==> src/rtl/ip_sdram_arbiter_pkg.sv <==
// Shared widths, FSM states and constants for the SDRAM port arbiter.
package ip_sdram_arbiter_pkg;

  localparam int ADDR_W = 23;
  localparam int DATA_W = 8;
  localparam int TO_W   = 8;

  localparam logic [DATA_W-1:0] RDATA_TIMEOUT_VALUE = 8'hFF;

  typedef enum logic [1:0] {
    ST_IDLE,
    ST_WAIT_RD,
    ST_HOLD
  } state_t;

endpackage

==> src/rtl/ip_sdram_rr_picker.sv <==
// Combinational round-robin picker: first pending requester after rr_last.
module ip_sdram_rr_picker #(
  parameter int NUM_PORTS = 3,
  parameter int IDX_W     = (NUM_PORTS > 1) ? $clog2(NUM_PORTS) : 1
) (
  input  logic [NUM_PORTS-1:0] pend,
  input  logic [IDX_W-1:0]     rr_last,
  output logic [IDX_W-1:0]     grant,
  output logic                 grant_valid
);

  // Walk offsets 1..NUM_PORTS from rr_last so the last winner is tried last.
  always_comb begin
    grant       = '0;
    grant_valid = 1'b0;
    for (int k = 1; k <= NUM_PORTS; k++) begin
      for (int i = 0; i < NUM_PORTS; i++) begin
        if (!grant_valid && pend[i] && (i == (int'(rr_last) + k) % NUM_PORTS)) begin
          grant       = IDX_W'(i);
          grant_valid = 1'b1;
        end
      end
    end
  end

endmodule

==> src/rtl/ip_sdram_arbiter.sv <==
// Round-robin arbiter sharing one byte-wide ip_sdram port between NUM_PORTS
// masters, one command in flight, with read-data steering and read timeout.
module ip_sdram_arbiter
  import ip_sdram_arbiter_pkg::*;
#(
  parameter int NUM_PORTS  = 3,
  parameter int RD_TIMEOUT = 63
) (
  input  logic                          clk,
  input  logic                          reset,
  input  logic [NUM_PORTS-1:0]          req_rd,
  input  logic [NUM_PORTS-1:0]          req_wr,
  input  logic [NUM_PORTS*ADDR_W-1:0]   req_address,
  input  logic [NUM_PORTS*DATA_W-1:0]   req_wdata,
  output logic [NUM_PORTS-1:0]          req_ack,
  output logic [DATA_W-1:0]             req_rdata,
  output logic [NUM_PORTS-1:0]          req_rdata_en,
  output logic                          rd_timeout,
  output logic                          sdram_rd,
  output logic                          sdram_wr,
  input  logic                          sdram_busy,
  output logic [ADDR_W-1:0]             sdram_address,
  output logic [DATA_W-1:0]             sdram_wdata,
  input  logic [DATA_W-1:0]             sdram_rdata,
  input  logic                          sdram_rdata_en
);

  localparam int IDX_W = (NUM_PORTS > 1) ? $clog2(NUM_PORTS) : 1;

  state_t                 state_q, state_d;
  logic [IDX_W-1:0]       rr_last_q, rr_last_d;
  logic [IDX_W-1:0]       cur_q, cur_d;
  logic [TO_W-1:0]        cnt_q, cnt_d;
  logic                   sdram_rd_q, sdram_rd_d;
  logic                   sdram_wr_q, sdram_wr_d;
  logic [ADDR_W-1:0]      sdram_address_q, sdram_address_d;
  logic [DATA_W-1:0]      sdram_wdata_q, sdram_wdata_d;
  logic [NUM_PORTS-1:0]   req_ack_q, req_ack_d;
  logic [DATA_W-1:0]      req_rdata_q, req_rdata_d;
  logic [NUM_PORTS-1:0]   req_rdata_en_q, req_rdata_en_d;
  logic                   rd_timeout_q, rd_timeout_d;

  logic [NUM_PORTS-1:0]   pend;
  logic [IDX_W-1:0]       grant;
  logic                   grant_valid;
  logic [ADDR_W-1:0]      sel_addr;
  logic [DATA_W-1:0]      sel_wdata;
  logic                   sel_wr;

  assign pend = req_rd | req_wr;

  ip_sdram_rr_picker #(
    .NUM_PORTS (NUM_PORTS),
    .IDX_W     (IDX_W)
  ) u_picker (
    .pend        (pend),
    .rr_last     (rr_last_q),
    .grant       (grant),
    .grant_valid (grant_valid)
  );

  // Write wins over a simultaneous read from the same master.
  always_comb begin
    sel_addr  = '0;
    sel_wdata = '0;
    sel_wr    = 1'b0;
    for (int i = 0; i < NUM_PORTS; i++) begin
      if (grant == IDX_W'(i)) begin
        sel_addr  = req_address[i*ADDR_W +: ADDR_W];
        sel_wdata = req_wdata[i*DATA_W +: DATA_W];
        sel_wr    = req_wr[i];
      end
    end
  end

  always_comb begin
    state_d         = state_q;
    rr_last_d       = rr_last_q;
    cur_d           = cur_q;
    cnt_d           = cnt_q;
    sdram_rd_d      = 1'b0;
    sdram_wr_d      = 1'b0;
    sdram_address_d = sdram_address_q;
    sdram_wdata_d   = sdram_wdata_q;
    req_ack_d       = '0;
    req_rdata_d     = req_rdata_q;
    req_rdata_en_d  = '0;
    rd_timeout_d    = 1'b0;

    case (state_q)
      ST_IDLE: begin
        if (grant_valid && !sdram_busy) begin
          sdram_address_d = sel_addr;
          req_ack_d       = NUM_PORTS'(1) << grant;
          cur_d           = grant;
          rr_last_d       = grant;
          cnt_d           = '0;
          if (sel_wr) begin
            sdram_wr_d    = 1'b1;
            sdram_wdata_d = sel_wdata;
            state_d       = ST_HOLD;
          end else begin
            sdram_rd_d    = 1'b1;
            state_d       = ST_WAIT_RD;
          end
        end
      end

      // Returning data takes priority over a timeout on the same cycle.
      ST_WAIT_RD: begin
        if (sdram_rdata_en) begin
          req_rdata_d    = sdram_rdata;
          req_rdata_en_d = NUM_PORTS'(1) << cur_q;
          cnt_d          = '0;
          state_d        = ST_HOLD;
        end else if (cnt_q == TO_W'(RD_TIMEOUT - 1)) begin
          req_rdata_d    = RDATA_TIMEOUT_VALUE;
          req_rdata_en_d = NUM_PORTS'(1) << cur_q;
          rd_timeout_d   = 1'b1;
          cnt_d          = '0;
          state_d        = ST_HOLD;
        end else begin
          cnt_d          = cnt_q + TO_W'(1);
        end
      end

      ST_HOLD: begin
        state_d = ST_IDLE;
      end

      default: begin
        state_d = ST_IDLE;
      end
    endcase
  end

  always_ff @(posedge clk or posedge reset) begin
    if (reset) begin
      state_q         <= ST_IDLE;
      rr_last_q       <= IDX_W'(NUM_PORTS - 1);
      cur_q           <= '0;
      cnt_q           <= '0;
      sdram_rd_q      <= 1'b0;
      sdram_wr_q      <= 1'b0;
      sdram_address_q <= '0;
      sdram_wdata_q   <= '0;
      req_ack_q       <= '0;
      req_rdata_q     <= '0;
      req_rdata_en_q  <= '0;
      rd_timeout_q    <= 1'b0;
    end else begin
      state_q         <= state_d;
      rr_last_q       <= rr_last_d;
      cur_q           <= cur_d;
      cnt_q           <= cnt_d;
      sdram_rd_q      <= sdram_rd_d;
      sdram_wr_q      <= sdram_wr_d;
      sdram_address_q <= sdram_address_d;
      sdram_wdata_q   <= sdram_wdata_d;
      req_ack_q       <= req_ack_d;
      req_rdata_q     <= req_rdata_d;
      req_rdata_en_q  <= req_rdata_en_d;
      rd_timeout_q    <= rd_timeout_d;
    end
  end

  assign sdram_rd      = sdram_rd_q;
  assign sdram_wr      = sdram_wr_q;
  assign sdram_address = sdram_address_q;
  assign sdram_wdata   = sdram_wdata_q;
  assign req_ack       = req_ack_q;
  assign req_rdata     = req_rdata_q;
  assign req_rdata_en  = req_rdata_en_q;
  assign rd_timeout    = rd_timeout_q;

endmodule
==> config.mk <==
export PLATFORM = sky130hd
export DESIGN_NAME = ip_sdram_arbiter
export DESIGN_NICKNAME = d
export VERILOG_FILES = /design/src/rtl/ip_sdram_arbiter_pkg.sv /design/src/rtl/ip_sdram_rr_picker.sv /design/src/rtl/ip_sdram_arbiter.sv
export SDC_FILE = /design/constraint.sdc
export NUM_CORES = 1
export LEC_CHECK = 0
export ABC_AREA = 1
export CAP_MARGIN = 10
export CORE_UTILIZATION = 44
export DETAILED_ROUTE_END_ITERATION = 10
export PLACE_DENSITY = 0.87
export SYNTH_ARGS = -nofsm -noshare
export SYNTH_HDL_FRONTEND = slang
export SYNTH_SLANG_ARGS = --single-unit
==> constraint.sdc <==
create_clock -name clk -period 5 [get_ports clk]
set_input_delay 1.5 -clock clk [delete_from_list [all_inputs] [get_ports clk]]
set_output_delay 1.5 -clock clk [all_outputs]
set_load 0.01 [all_outputs]
* Yosys cells after proc, flatten, opt, wreduce, memory -nomap -nowiden *
Cells that the tools add are included.

operators by class
  shift operators = 2
  multiplexer cells = 51
  divide/modulo/power cells = 3
  bitwise gates (word level) = 1
  add/subtract/negate cells = 4
  reductions and logical operators = 39
  equal/unequal tests = 12

operator list
  kind                                              number
  == test 2 x 32 -> 1 bit (first input constant)    3
  == test 3 x 32 -> 1 bit (first input constant)    3
  zero test 32 bit                                  3
  modulo 32 x 3 -> 32 bit (second input constant)   3
  two-way mux 23 bit                                3
  two-way mux 8 bit                                 8
  two-way mux 1 bit                                 22
  two-way mux 2 bit                                 11
  logical AND 1 bit                                 18
  case mux 8 bit (2 select lines)                   1
  two-way mux 3 bit                                 5
  zero test 1 bit                                   9
  adder 8 x 1 -> 8 bit (second input constant)      1
  == test 8 x 6 -> 1 bit (second input constant)    1
  AND reduction 2 bit                               4
  adder 2 x 2 -> 3 bit (second input constant)      2
  left shift 1 x 2 -> 3 bit (first input constant)  2
  == test 2 x 1 -> 1 bit (second input constant)    2
  zero test 2 bit                                   2
  case mux 2 bit (2 select lines)                   1
  nonzero test 2 bit                                2
  adder 2 x 1 -> 3 bit (second input constant)      1
  inequality test 3 bit (second input constant)     1
  bitwise OR 3 bit                                  1
  other kinds (3)                                   3

word-level totals
  flip-flop bits (word level) = 62
  output and inout bits = 48
  logic and storage cells = 124

* Depth between registers and ports, before layout *
  word-level depth = 44
  mapped depth = 15
  mapped depth without buffers = 15

* By module *
From an unflattened synthesis, not the netlist that was laid out.

second synthesis, totals
  cells, all modules = 414
  area total of the unflattened synthesis = 3166.8 µm²

modules (own cells, without submodules)
  module              cells each  area each (µm²)  seq. area each (µm²)  times used
  ip_sdram_arbiter    383         3017.9           1527.7                1
  ip_sdram_rr_picker  31          148.9            0.0                   1

* Worst setup path before layout *
Ideal clock, no wire load.

  kind = input-to-reg
  start point = in req_wr[0]
  end point = reg sdram_address_q[22] (netlist: sdram_address[22])
  arrival time = 2.797 ns
  path buffers = 1
  setup slack = 2.076 ns
  cell stages on the path = 13
  required time = 4.873 ns
  path through = inv_1 -> nand2_1 -> nand2_2 -> nand2_1 -> a21oi_2 -> nand3_2 -> nor2_4 -> nand4_1 -> nand3_2 -> inv_2 -> buf_4 -> or2_0 -> a21boi_1

between the ends
  cells in the longest elaborated chain, start to end = 39
  elaborated cells between the ends (all ways) = 51
  those cells by class = 2 x eq/ne; 20 x mux; 1 x bitwise; 28 x reduce/logical

ends and longest elaborated chain
  element                           line                      RTL
  start, declared                   ip_sdram_arbiter.sv:12    input logic [NUM_PORTS-1:0] req_wr,
  bitwise OR 3 bit (*)              ip_sdram_arbiter.sv:50    assign pend = req_rd | req_wr;
  logical AND 1 bit                 ip_sdram_rr_picker.sv:18  if (!grant_valid && pend[i] && (i == (int'(rr_last) + k) % NUM_PORTS)) begin
  two-way mux 1 bit                 ip_sdram_rr_picker.sv:18
  zero test 1 bit                   ip_sdram_rr_picker.sv:18
  logical AND 1 bit (2 in series)   ip_sdram_rr_picker.sv:18
  two-way mux 1 bit                 ip_sdram_rr_picker.sv:18
  zero test 1 bit                   ip_sdram_rr_picker.sv:18
  logical AND 1 bit (2 in series)   ip_sdram_rr_picker.sv:18
  [17 not listed]                   -
  zero test 1 bit                   ip_sdram_rr_picker.sv:18
  logical AND 1 bit (2 in series)   ip_sdram_rr_picker.sv:18
  two-way mux 1 bit                 ip_sdram_rr_picker.sv:18
  zero test 1 bit                   ip_sdram_rr_picker.sv:18
  logical AND 1 bit (2 in series)   ip_sdram_rr_picker.sv:18
  two-way mux 2 bit                 ip_sdram_rr_picker.sv:18
  zero test 2 bit                   ip_sdram_arbiter.sv:68    if (grant == IDX_W'(i)) begin
  two-way mux 23 bit (3 in series)  ip_sdram_arbiter.sv:68
  end signal, assigned              ip_sdram_arbiter.sv:158   sdram_address_q <= sdram_address_d;
  end, declared                     ip_sdram_arbiter.sv:36    logic [ADDR_W-1:0] sdram_address_q, sdram_address_d;

Mark *: on every way between the ends. The rest lies on a longest branch, timed or not.
A chain may end at the register's enable or synchronous reset.

* Worst setup path after layout *
  start point = in req_wr[2]
  end point = reg sdram_wdata_q[5] (netlist: sdram_wdata[5])

between the ends
  cells in the longest elaborated chain, start to end = 33
  elaborated cells between the ends (all ways) = 46
  those cells by class = 2 x eq/ne; 20 x mux; 1 x bitwise; 23 x reduce/logical

ends and longest elaborated chain
  element                               line                      RTL
  bitwise OR 3 bit                      ip_sdram_arbiter.sv:50
  logical AND 1 bit (2 in series)       ip_sdram_rr_picker.sv:18
  two-way mux 1 bit                     ip_sdram_rr_picker.sv:18
  zero test 1 bit                       ip_sdram_rr_picker.sv:18
  logical AND 1 bit (2 in series)       ip_sdram_rr_picker.sv:18
  two-way mux 1 bit                     ip_sdram_rr_picker.sv:18
  zero test 1 bit                       ip_sdram_rr_picker.sv:18
  logical AND 1 bit (2 in series)       ip_sdram_rr_picker.sv:18
  [10 not listed]                       -
  logical AND 1 bit (2 in series)       ip_sdram_rr_picker.sv:18
  two-way mux 1 bit                     ip_sdram_rr_picker.sv:18
  zero test 1 bit                       ip_sdram_rr_picker.sv:18
  logical AND 1 bit (2 in series)       ip_sdram_rr_picker.sv:18
  two-way mux 2 bit                     ip_sdram_rr_picker.sv:18
  zero test 2 bit                       ip_sdram_arbiter.sv:68
  two-way mux 1 bit (3 in series)       ip_sdram_arbiter.sv:68
  AND reduction 3 bit (no source line)  -
  end signal, assigned                  ip_sdram_arbiter.sv:159   sdram_wdata_q <= sdram_wdata_d;
  end, declared                         ip_sdram_arbiter.sv:37    logic [DATA_W-1:0] sdram_wdata_q, sdram_wdata_d;

Parallel ways exist; a longest one is shown, timed or not.

==> results.tsv <==
metric	value	unit
hpwlAfterDp	6720	um
grt_pass1_wl	14600	um
reg2regPathDepth	15	
syn_nets	497	
cts_buffers	9	
startpoint	req_wr[2]	
status	complete, no violations	
gp_congestion	0.838	
crit_arrival	3.84	ns
io_buffers	158	
cts.clk_slew.worst_paths	0.07	ns
wire_per_inst	14.2	um
rr_endpoint	sdram_wdata[5]$_DFFE_PP0P_	
critPathRequiredTime	5.28	ns
peakVddDrop	287	uV
design_area	5010	um^2
power_frac_seq	28.5	%
num_vias	3197	
fin_util	72.6	%
cpLargestDelayFamily	simple AND/OR/NAND/NOR gates	
placed_cells	623	
setup_viol	0	
end_kind	register	
insertion_delay	0.34	ns
firstDrtPassIters	4	
hold_violations	0	
final_common_cell	clkdlybuf4s50_1	
combPwrFrac	55.9	%
instances_no_fill	638	
die_x	87.1	um
max_freq	281	MHz
grt_max_degree	34	
grt_pass1_vias	3106	
pre_cts_ws	1.15	ns
rsz0062_at_grt	false	
tightest_slew	0.674	ns
core_area	6910	um^2
via_per_inst	5.01	
rr_startpoint	rr_last_q[1]$_DFFE_PP1P_	
first_iter_violations	114	
pwr_density_cell	565	nW/um^2
min_path_type	register to register	
finalWorstSetupSlack	1.44	ns
max_stage_delay	0.46	ns
start_kind	input port	
crit_slowest_cell	clkdlybuf4s50_1	
cp-endpoint	sdram_wdata[5]$_DFFE_PP0P_	
die_y	87.1	um
cts_resized	0	
synth.largest_area_cell	dfrtp_1	
p_sw	0.00117	W
htreeDepth	3	
hold_buffers	0	
yosysWarnings	0	
synth-seq-cells	61	
ant_nets	0	
path_class	input port to register	
pwr-share-clk	15.6	%
drt-total-wl	9060	um
post-cts-setup-buffers	0	
initial_core_util	46.1	%
cts_buffer_depth	2	
nets	653	
synth_top_area_share	47.1	%
ys_types	35	
cts_tree	built	
track_usage	25.3	%
root_buffer	clkbuf_8	
cts_sinks	61	
tns	0	ns
slew_headroom	55.0	%
fin_crit_sh	71.2	%
fin_crit	3.56	ns
p_int	0.00166	W
area_growth	57.3	%
synthesis.area	3190	um^2
slew_viol_final	0	
drive_gt1_share	7.20	%
drc	0	
swShare	41.2	%
final_cell_mix	158 x clkdlybuf4s50_1, 104 x nand2_1, 60 x dfrtp_1, 31 x inv_1, 24 x nor2_1	
max_cap_violations	0	
antenna_found_initial	0	
r2r_slack	2.32	ns
path_buf_inv	2	
dpl-instance-area	4810	um^2
rows	30	
finalClockSkew	0.00888	ns
antenna_cells	0	
grt.overflow.total	0	
synthTopCellsByArea	dfrtp_1 47%, nand2_1 12%, inv_1 3.8%	
synthCells	382	
leakage	2.24	nW
ios	159	
avgSynthCellArea	8.34	um^2
worstPathMaxFanout	27	
worstPathCellList	clkdlybuf4s50_1 > nor2_1 > inv_1 > nand4_1 > nand3_2 > nor2_4 > nand3_2 > nand2_4 > nor2_4 > nand2_1 > nand3_2 > nand2_2 > nand2_1 > nand2_1	
ys_seq_area_share	48.0	%
cp.depth	14	
die_area	7580	um^2
==> sequential cells by signal, summed over array words and instances, names as in the netlist <==
signal         count
cnt_q              8
cur_q              1
rd_timeout         1
req_ack            3
req_rdata          8
req_rdata_en       3
rr_last_q          2
sdram_address     23
sdram_rd           1
sdram_wdata        8
sdram_wr           1
state_q            2
==> per-layer routing <==
metal	part of all wire (%)	global-route usage, %	vias up
met5	0	0	-
met4	3.2	11.8	0
met3	6.1	6.64	23
met2	49	41.6	132
met1	41	31.0	1478
li1	-	-	1564
==> power groups by stage <==
stage | clock [W] | combinational [W] | sequential (W)
2_1_floorplan | 0 | 0.000897 | 0.000884
3_3_place_gp | 0 | 0.00154 | 0.000809
3_5_place_dp | 0 | 0.00158 | 0.000808
4_1_cts | 0.000449 | 0.00159 | 0.000809
5_1_grt | 0.000471 | 0.00175 | 0.000831
6_report | 0.000442 | 0.00158 | 0.000809
==> worst reg2reg max path: stages, from the launching register on <==
cell,delay (ns)
dfstp_2,0.53
inv_1,0.05
ha_1,0.33
o21ai_2,0.09
nand2_1,0.09
a21oi_2,0.17
nand3_2,0.11
nor2_4,0.13
nand3_2,0.12
nand2_4,0.28
nor2_4,0.07
nand2_1,0.08
nand3_2,0.21
nand2_2,0.23
nand2_1,0.09
nand2_1,0.06
==> synthesized netlist by cell type <==
cell type	count
a21oi_2	2
o21a_1	1
a21oi_1	18
nand4_1	12
nand3b_1	1
buf_4	8
a2bb2oi_1	3
nand2_4	2
ha_1	4
nor2_4	2
o21ai_0	15
o21ai_2	2
nor3_2	1
inv_1	32
a31oi_1	1
clkbuf_2	1
dfstp_2	1
a21boi_0	3
a22oi_1	12
a21boi_1	12
nand2_2	2
nor3_1	6
nand3_1	20
inv_2	3
nor2_1	24
dfrtp_1	60
or2_0	12
nand4_2	1
clkbuf_1	3
o22ai_1	1
xor2_1	4
nand3_2	4
buf_2	4
nand2_1	104
o21bai_1	1
==> stage by stage <==
step	hold WS (ns)	total power, W
finish	0.466	0.00283
global placement	0.448	0.00234
floorplan	0.435	0.00178
CTS	0.469	0.00284
detailed placement	0.459	0.00239
global route	0.494	0.00305
==> how the worst min path moves through the flow <==
stage          cells past startpoint  slack [ns]                         to                 start
2_1_floorplan                      1        0.44  req_rdata_en[1]$_DFF_PP0_  cur_q[1]$_DFFE_PP0P_
3_3_place_gp                       1        0.45  req_rdata_en[1]$_DFF_PP0_  cur_q[1]$_DFFE_PP0P_
3_5_place_dp                       1        0.46  req_rdata_en[1]$_DFF_PP0_  cur_q[1]$_DFFE_PP0P_
4_1_cts                            1        0.47  req_rdata_en[1]$_DFF_PP0_  cur_q[1]$_DFFE_PP0P_
5_1_grt                            1        0.49  req_rdata_en[1]$_DFF_PP0_  cur_q[1]$_DFFE_PP0P_
6_report                           1        0.47  req_rdata_en[0]$_DFF_PP0_  cur_q[1]$_DFFE_PP0P_
==> area by class of cell <==
cell class              instances  area, um^2
fillers                       549        1890
repair buffers                161        1600
flip-flops and latches         61        1530
multi-input cells             270        1430
clock buffers                  11         151
inverters                      35         131
well taps                      96         120
clock inverters                 4        47.5
==> cell families after synthesis <==
family	share of synthesized area (%)
AND/OR/NAND/NOR	27.9
XOR/XNOR	1.10
buffers and inverters	7.15
adder cells (fa/ha/maj)	1.57
AO/OA/AOI/OAI	14.3
flip-flops	48.0
Power figures use the tool's default switching activity.
